`config.mk`:
```
export PLATFORM = sky130hd
export DESIGN_NAME = nn_param_writer
export DESIGN_NICKNAME = d
export VERILOG_FILES = /design/src/rtl/nn_param_writer_pkg.sv /design/src/rtl/nn_param_writer_index_counter.sv /design/src/rtl/nn_param_writer.sv
export SDC_FILE = /design/constraint.sdc
export NUM_CORES = 1
export LEC_CHECK = 0
export CAP_MARGIN = 15
export CORE_MARGIN = 1
export CORE_UTILIZATION = 25
export DETAILED_ROUTE_END_ITERATION = 16
export PLACE_DENSITY = 0.47
export SYNTH_ARGS = -nofsm -noshare
export SYNTH_HDL_FRONTEND = slang
export SYNTH_SLANG_ARGS = --single-unit
```
`constraint.sdc`:
```
create_clock -name clk -period 4.6 [get_ports clk]
set_clock_uncertainty 0.15 [all_clocks]
set_input_delay 1.15 -clock clk [delete_from_list [all_inputs] [get_ports clk]]
set_output_delay 1.15 -clock clk [all_outputs]
set_load 0.05 [all_outputs]
```
`src/rtl/nn_param_writer_pkg.sv`:
```
// nn_param_writer_pkg
// Shared definitions for the MLP parameter loader: the parameter word format,
// the network dimensions, the store-select encodings, the total word count,
// the loader state encodings and a sign-extension helper used by the checksum.
package nn_param_writer_pkg;

    // Parameter word: W-bit two's-complement fixed point. The binary-point
    // position belongs to the shared datapath format; the loader never
    // interprets it and passes words through unchanged.
    localparam int W     = 9;
    localparam int IDX_W = 7;   // clog2(max(N_IN, N_HID, N_OUT))

    localparam int N_IN  = 7;
    localparam int N_HID = 128;
    localparam int N_OUT = 3;

    localparam int N_WH1 = N_IN * N_HID;
    localparam int N_BH1 = N_HID;
    localparam int N_WO  = N_HID * N_OUT;
    localparam int N_BO  = N_OUT;
    localparam int TOTAL_WORDS = N_WH1 + N_BH1 + N_WO + N_BO;   // 1411

    typedef logic signed [W-1:0] param_word_t;

    localparam logic [1:0] SEL_WH1 = 2'd0;
    localparam logic [1:0] SEL_BH1 = 2'd1;
    localparam logic [1:0] SEL_WO  = 2'd2;
    localparam logic [1:0] SEL_BO  = 2'd3;

    localparam logic [2:0] ST_IDLE   = 3'd0;
    localparam logic [2:0] ST_LD_WH1 = 3'd1;
    localparam logic [2:0] ST_LD_BH1 = 3'd2;
    localparam logic [2:0] ST_LD_WO  = 3'd3;
    localparam logic [2:0] ST_LD_BO  = 3'd4;
    localparam logic [2:0] ST_DONE   = 3'd5;

    function automatic logic [15:0] sext16(input logic [W-1:0] w);
        return {{(16-W){w[W-1]}}, w};
    endfunction

endpackage

```
`src/rtl/nn_param_writer_index_counter.sv`:
```
// nn_param_index_counter
// Row-major (column fastest) index counter for one parameter region.
// Ports:
//   clk, rst              clock, asynchronous active-low reset
//   load_i                zero the indices and latch new last-row/last-col limits
//   row_last_i/col_last_i last valid row/column index of the new region
//   step_i                advance by one element
//   row_o, col_o          current element position
//   last_col_o            current column is the last of its row
//   last_elem_o           current element is the last of the region
module nn_param_index_counter
    import nn_param_writer_pkg::*;
(
    input  logic             clk,
    input  logic             rst,
    input  logic             load_i,
    input  logic [IDX_W-1:0] row_last_i,
    input  logic [IDX_W-1:0] col_last_i,
    input  logic             step_i,
    output logic [IDX_W-1:0] row_o,
    output logic [IDX_W-1:0] col_o,
    output logic             last_col_o,
    output logic             last_elem_o
);

    logic [IDX_W-1:0] row_q, col_q;
    logic [IDX_W-1:0] row_lim_q, col_lim_q;
    logic             last_col, last_elem;

    assign last_col  = (col_q == col_lim_q);
    assign last_elem = last_col && (row_q == row_lim_q);

    always_ff @(posedge clk or negedge rst) begin
        if (!rst) begin
            row_q     <= '0;
            col_q     <= '0;
            row_lim_q <= '0;
            col_lim_q <= '0;
        end else if (load_i) begin
            row_q     <= '0;
            col_q     <= '0;
            row_lim_q <= row_last_i;
            col_lim_q <= col_last_i;
        end else if (step_i) begin
            if (last_col) begin
                col_q <= '0;
                row_q <= last_elem ? '0 : row_q + 1'b1;
            end else begin
                col_q <= col_q + 1'b1;
            end
        end
    end

    assign row_o       = row_q;
    assign col_o       = col_q;
    assign last_col_o  = last_col;
    assign last_elem_o = last_elem;

endmodule

```
`src/rtl/nn_param_writer.sv`:
```
// nn_param_writer
// Converts a valid/ready stream of parameter words into indexed write strobes
// for the four MLP parameter stores, in the order hidden weights, hidden
// biases, output weights, output biases, and keeps a running 16-bit checksum.
// Ports:
//   clk, rst            clock, asynchronous active-low reset
//   start               begin a load (honoured only in IDLE or DONE)
//   in_data/in_valid    incoming parameter word
//   in_ready            high in every load state
//   wr_en               one-cycle strobe per accepted word, one cycle later
//   wr_sel/row/col/data store select, position and word of the write
//   busy, done          load in progress / full set written
//   checksum            modulo-2^16 sum of sign-extended accepted words
//
// state     | meaning
// ----------+----------------------------------------------
// IDLE      | waiting for start, nothing accepted
// LD_WH1    | hidden weights, N_IN rows x N_HID cols
// LD_BH1    | hidden biases, N_HID cols
// LD_WO     | output weights, N_HID rows x N_OUT cols
// LD_BO     | output biases, N_OUT cols
// DONE      | full set written, done held until start
module nn_param_writer
    import nn_param_writer_pkg::*;
(
    input  logic             clk,
    input  logic             rst,
    input  logic             start,
    input  logic [W-1:0]     in_data,
    input  logic             in_valid,
    output logic             in_ready,
    output logic             wr_en,
    output logic [1:0]       wr_sel,
    output logic [IDX_W-1:0] wr_row,
    output logic [IDX_W-1:0] wr_col,
    output logic [W-1:0]     wr_data,
    output logic             busy,
    output logic             done,
    output logic [15:0]      checksum
);

    logic [2:0]       state_q, state_d;
    logic             wr_en_q;
    logic [1:0]       wr_sel_q;
    logic [IDX_W-1:0] wr_row_q, wr_col_q;
    logic [W-1:0]     wr_data_q;
    logic             done_q;
    logic [15:0]      checksum_q;

    logic             loading, accept, region_end, start_load;
    logic             cnt_load;
    logic [IDX_W-1:0] lim_row, lim_col;
    logic [IDX_W-1:0] cnt_row, cnt_col;
    logic             cnt_last_col, cnt_last_elem;
    logic [1:0]       cur_sel;

    assign loading    = (state_q == ST_LD_WH1) || (state_q == ST_LD_BH1) ||
                        (state_q == ST_LD_WO)  || (state_q == ST_LD_BO);
    assign accept     = in_valid && loading;
    // The last element of a region is necessarily in its last column.
    assign region_end = accept && cnt_last_col && cnt_last_elem;
    assign start_load = start && ((state_q == ST_IDLE) || (state_q == ST_DONE));

    nn_param_index_counter u_idx (
        .clk         (clk),
        .rst         (rst),
        .load_i      (cnt_load),
        .row_last_i  (lim_row),
        .col_last_i  (lim_col),
        .step_i      (accept),
        .row_o       (cnt_row),
        .col_o       (cnt_col),
        .last_col_o  (cnt_last_col),
        .last_elem_o (cnt_last_elem)
    );

    // Next state plus the limits of the region being entered; the counter
    // reloads on the same edge that accepts a region's last word, so the
    // next region's first word can be taken on the following cycle.
    always_comb begin
        state_d  = state_q;
        cnt_load = 1'b0;
        lim_row  = IDX_W'(N_IN - 1);
        lim_col  = IDX_W'(N_HID - 1);
        case (state_q)
            ST_IDLE, ST_DONE: begin
                if (start_load) begin
                    state_d  = ST_LD_WH1;
                    cnt_load = 1'b1;
                end
            end
            ST_LD_WH1: begin
                if (region_end) begin
                    state_d  = ST_LD_BH1;
                    cnt_load = 1'b1;
                    lim_row  = '0;
                    lim_col  = IDX_W'(N_HID - 1);
                end
            end
            ST_LD_BH1: begin
                if (region_end) begin
                    state_d  = ST_LD_WO;
                    cnt_load = 1'b1;
                    lim_row  = IDX_W'(N_HID - 1);
                    lim_col  = IDX_W'(N_OUT - 1);
                end
            end
            ST_LD_WO: begin
                if (region_end) begin
                    state_d  = ST_LD_BO;
                    cnt_load = 1'b1;
                    lim_row  = '0;
                    lim_col  = IDX_W'(N_OUT - 1);
                end
            end
            ST_LD_BO: begin
                if (region_end) begin
                    state_d = ST_DONE;
                end
            end
            default: state_d = ST_IDLE;
        endcase
    end

    always_comb begin
        cur_sel = SEL_WH1;
        case (state_q)
            ST_LD_BH1: cur_sel = SEL_BH1;
            ST_LD_WO:  cur_sel = SEL_WO;
            ST_LD_BO:  cur_sel = SEL_BO;
            default:   cur_sel = SEL_WH1;
        endcase
    end

    always_ff @(posedge clk or negedge rst) begin
        if (!rst) begin
            state_q    <= ST_IDLE;
            wr_en_q    <= 1'b0;
            wr_sel_q   <= '0;
            wr_row_q   <= '0;
            wr_col_q   <= '0;
            wr_data_q  <= '0;
            done_q     <= 1'b0;
            checksum_q <= '0;
        end else begin
            state_q <= state_d;
            wr_en_q <= accept;
            if (accept) begin
                wr_sel_q   <= cur_sel;
                wr_row_q   <= cnt_row;
                wr_col_q   <= cnt_col;
                wr_data_q  <= in_data;
                checksum_q <= checksum_q + sext16(in_data);
            end
            // start_load and accept are mutually exclusive by state.
            if (start_load) begin
                checksum_q <= '0;
                done_q     <= 1'b0;
            end else if (region_end && (state_q == ST_LD_BO)) begin
                done_q <= 1'b1;
            end
        end
    end

    assign in_ready = loading;
    assign busy     = loading;
    assign wr_en    = wr_en_q;
    assign wr_sel   = wr_sel_q;
    assign wr_row   = wr_row_q;
    assign wr_col   = wr_col_q;
    assign wr_data  = wr_data_q;
    assign done     = done_q;
    assign checksum = checksum_q;

endmodule

```
* Yosys cells after proc, flatten, opt, wreduce, memory -nomap -nowiden
Index checks and enable logic that the tools add are counted.
** Word-level totals
- Register bits after elaboration :: 74
- Output and inout bits :: 45
** Cells by class
- $add $sub $neg :: 3
- Eq/ne operators :: 12
- Multiplexer cells :: 26
- Reduce and logical (&&, ||, !) cells :: 21
** Operators with widths (number)
- 2-to-1 mux 7 bit :: 10
- 2-to-1 mux 16 bit :: 2
- 2-to-1 mux 3 bit :: 6
- adder 16 bit :: 1
- case mux 3 bit (5 select lines) :: 1
- adder 7 x 1 -> 7 bit, second input constant :: 2
- == test 7 bit :: 2
- case mux 7 bit (2 select lines) :: 1
- != test 2 bit, second input constant :: 5
- nonzero test 2 bit :: 4
- == test 3 x 2 -> 1 bit, second input constant :: 2
- == test 3 bit, second input constant :: 2
- logical AND 1 bit :: 6
- case mux 2 bit (3 select lines) :: 1
- OR reduction 2 bit :: 3
- AND reduction 5 bit :: 1
- logical OR 1 bit :: 4
- 2-to-1 mux 1 bit :: 4
- == test 3 x 1 -> 1 bit, second input constant :: 1
- zero test 3 bit :: 1
- OR reduction 3 bit :: 1
- case mux 1 bit (2 select lines) :: 1
- AND reduction 2 bit :: 1

* Logic depth before layout (Yosys ltp)
- Word-level depth :: 11
- Depth in mapped cells :: 9
- Mapped depth without buffers :: 9

* Cells and area by module
Synthesis repeated with hierarchy kept, for this count alone.
** Second synthesis, totals
- Cell total of the unflattened synthesis :: 442
- Area total of the unflattened synthesis :: 4077.7 um2
** Modules (own cells, without submodules)
- nn_param_writer :: instances 1, cells each 301, area an instance 2618.8 um2, seq. area each 1151.1 um2
- nn_param_index_counter :: instances 1, cells each 141, area an instance 1458.9 um2, seq. area each 700.7 um2

* Worst setup path after synthesis
No wires, ideal clock.
- Path kind :: input to register
- From :: input port in_data[0]
- To :: register checksum_q[14] (netlist: checksum[14])
- Data arrival time :: 2.894 ns
- Setup slack :: 1.420 ns
- Stages on the path :: 9
- Path buffers :: 0
- Cell sequence :: ha_1 > fa_1 > a211oi_1 > o21ai_0 > nand4_1 > nand2_1 > a311oi_1 > xor2_1 > o21ai_0
** On the way
- Word-level cells in the longest chain between the ends :: 3
** Ends and longest elaborated chain
- start: declaration :: RTL line nn_param_writer.sv:29 : input logic [W-1:0] in_data,
- adder 16 bit :: RTL line nn_param_writer.sv:153 : checksum_q <= checksum_q + sext16(in_data);
- 2-to-1 mux 16 bit :: RTL line nn_param_writer.sv:148 : if (accept) begin
- 2-to-1 mux 16 bit :: RTL line nn_param_writer.sv:156 : if (start_load) begin
- end signal: assignment :: RTL line nn_param_writer.sv:153
- end: declaration :: RTL line nn_param_writer.sv:48 : logic [15:0] checksum_q;
No other way between the ends. The select of a mux whose other input is x is not followed.
A chain may end at the register's enable or synchronous reset.

* Worst setup path in the final report
Ends and elaborated chain as after synthesis.

==> results.py <==
metrics = {
    "worst_setup_path": {
        "critPathMaxStageDelay_ps": 440,
        "r2r_slack_ps": 1930,
        "path_buf_inv": 1,
        "crit_chain": "clkdlybuf4s50_1 > ha_1 > fa_1 > a211oi_1 > o21ai_0 > nand4_1 > nand2_1 > a311oi_1 > xor2_1 > o21ai_0",
        "cp-end-kind": "flip-flop",
        "start_kind": "input port",
        "r2r_cells": 9,
        "crit_type": "in -> reg",
        "cp_max_fo": 3,
        "cp_top_family": "compound AO/OA/AOI/OAI gates",
        "worstPathRequired_ps": 4650,
        "timing.rr.start": "checksum[0]",
        "crit_top_cell": "o21ai_0",
        "arrival_ps": 3600,
        "r2r-end": "checksum[14]",
        "slowest_stage": "fa_1",
    },
    "floorplanning": {
        "core_um2": 13300,
        "die_area_um2": 14200,
        "ios": 58,
        "initial_core_util_pct": 25.8,
        "dieHeight_um": 119,
        "num_rows": 42,
        "die_w_um": 119,
    },
    "sta": {
        "max_freq_mhz": 281,
        "setup_viol": 0,
        "fin_crit_sh_pct": 77.2,
        "setup_tns_ps": 0,
        "slew_headroom_pct": 37.0,
        "final_hold_viol_count": 0,
        "worst_pin_slew_ps": 945,
        "fin_crit_ps": 3550,
        "slew_violations": 0,
        "rsz0062_at_grt": "no",
        "worst_slack_ps": 1050,
    },
    "layout": {
        "drive_gt1_share_pct": 6.71,
        "post-route-util_pct": 33.9,
        "layout.nets": 473,
        "area_delta_synth_final_pct": 31.5,
        "antenna_cells": 0,
    },
    "place": {
        "place_ws_ps": 742,
        "port_buffers": 57,
        "place.gp.congestion": 0.820,
        "hpwlAfterDp_mm": 6.00,
    },
    "worst_hold_path": {
        "min-delay-start": "wr_col[2]",
        "hold_end": "wr_col[2]",
        "holdPathStages": 2,
        "min-delay-path-class": "reg -> reg",
    },
    "clocking": {
        "cts_sinks": 64,
        "post_cts_buffers": 0,
        "cts_resized": 0,
        "hold_buffers": 0,
        "cts-root-buf": "clkbuf_16",
        "path_clk_slew_ps": 50,
        "numCtsBuffers": 9,
        "cts_tree": "yes",
        "worst_skew_pair.late_latency_ps": 330,
        "clock_path_buffers": 2,
        "htree_num_levels": 3,
    },
    "drt": {
        "drc": 0,
        "dr.pass1.iters": 4,
        "drtIter0Drc": 140,
        "drt_wl_total_mm": 8.34,
        "routedWlPerCell_um": 13.4,
        "vias_per_cell": 4.65,
        "vias": 2895,
        "ant_nets": 0,
    },
    "global_route": {
        "grt_pass1_vias": 2846,
        "grt_max_degree": 41,
        "grt_pass1_wl_mm": 14.5,
        "antenna_found_initial": 0,
        "grt-ovfl-total": 0,
        "grt_use_total_pct": 12.9,
    },
    "yosys": {
        "ys_ff_latch": 64,
        "synthFlopType": "dfrtp_1",
        "ys_async_sr_fraction_pct": 100,
        "syn-num-nets": 415,
        "netlist_instances": 384,
        "yosysWarningCount": 0,
        "syn_area_um2": 3440,
        "synth_cell_types": 48,
        "yosysSeqAreaShare_pct": 46.5,
        "synth_edf_count": 0,
        "synth_area_per_cell_um2": 8.97,
    },
    "run_status": {
        "outcome": "finished clean",
    },
    "power": {
        "peakVddDrop_v": 0.000374,
        "leakage_nw": 2.03,
        "power_density_nw_per_um2": 615,
    },
    "run": {
        "maxCapViolCount": 0,
    },
}
## tightest hold or removal path, stage by stage, from the launching register on
cell     delay, ps
dfrtp_1        330
nand2_1         50
nand2_1         50
## power by group
group / switching (mW) / leakage (nW) / internal [mW]
logic: 0.766 / 1.06 / 0.462
clock network: 0.237 / 0.159 / 0.478
registers: 0.142 / 0.809 / 0.701
total: 1.15 / 2.03 / 1.64
## through the flow
step           area, um2  hold slack (ps)  total power [mW]  cells
2_1_floorplan       3440              311              1.71    384
3_3_place_gp        4210              309              2.08    607
3_5_place_dp        4210              313              2.08    607
4_1_cts             4530              326              2.81    623
5_1_grt             4530              342              2.97    623
6_report            4530              319              2.79    623
## registers in the layout, indices dropped and copies added, names as in the netlist
| signal | cells |
|---|---|
| checksum | 16 |
| done | 1 |
| state_q | 3 |
| u_idx.col_lim_q | 2 |
| u_idx.col_o | 7 |
| u_idx.row_lim_q | 2 |
| u_idx.row_o | 7 |
| wr_col | 7 |
| wr_data | 9 |
| wr_en | 1 |
| wr_row | 7 |
| wr_sel | 2 |
## area by class of cell
type / count / area (um2)
fill: 1387 / 8820
multi-input combinational: 302 / 1770
sequential: 64 / 1600
timing repair buffer: 62 / 603
clock buffer: 14 / 284
tap: 176 / 220
clock inverter: 2 / 35.0
inverter: 3 / 11.3
## worst max path at each step
| stage | startpoint | endpoint | slack [ps] | depth (start not counted) |
|---|---|---|---|---|
| after floorplan | in_data[0] | checksum[14] | 1420 | 9 |
| after detailed placement | in_data[0] | checksum[14] | 740 | 10 |
| final | in_data[0] | checksum[14] | 1050 | 10 |
| after CTS | state_q[1] | in_ready | 1060 | 3 |
| after global routing | in_data[0] | checksum[14] | 840 | 10 |
| after global placement | in_data[0] | checksum[14] | 710 | 10 |
## layer usage
layer	routed length, um	GRT usage (%)
met1	4390	18.6
met2	3540	18.5
met3	231	2.01
met4	180	6.56
met5	0	0
## Yosys cell counts, drive strengths merged, types with 6 or more instances
library cell,n,area share [%]
nor2,19,2.3
xor2,13,3.3
xnor2,7,1.8
dfrtp,64,47
ha,17,6.2
o21bai,6,1.3
nor3,8,1.5
clkbuf,10,1.1
nand2,98,11
a21oi,19,2.8
nand3,20,2.9
o21ai,32,4.9
## kinds of logic (layout without fill, tap and decap cells)
family,count (synthesis),in the layout,synth area share [%]
mux,1,1,0.291
flops,64,64,46.5
compound gates,85,85,15.4
xor+xnor,20,20,5.09
buf+inv,18,81,2.14
simple gates,178,178,23.8
fa+ha+maj,18,18,6.76
## cell usage in the layout, fill, tap and decap left out, types with 2 or more instances in the layout
| cell | count |
|---|---|
| xnor2_1 | 7 |
| inv_1 | 3 |
| o31ai_1 | 5 |
| nor2b_1 | 5 |
| nor3_1 | 7 |
| o22ai_1 | 2 |
| a21o_1 | 4 |
| o21ai_2 | 2 |
| nand4_1 | 5 |
| or4_1 | 2 |
| clkbuf_8 | 4 |
| nor2_1 | 18 |
| buf_4 | 5 |
| and3_1 | 5 |
| nand3_1 | 19 |
| dfrtp_1 | 64 |
| a21oi_1 | 19 |
| and2_1 | 2 |
| xor2_1 | 13 |
| a211oi_1 | 3 |
| or3_1 | 4 |
| o21ai_0 | 30 |
| nand2_1 | 98 |
| a31oi_1 | 2 |
| clkbuf_16 | 9 |
| a311oi_1 | 2 |
| clkdlybuf4s50_1 | 56 |
| nand2b_1 | 4 |
| o21a_1 | 3 |
| o21bai_1 | 6 |
| ha_1 | 17 |
Power figures use the tool's default switching activity.
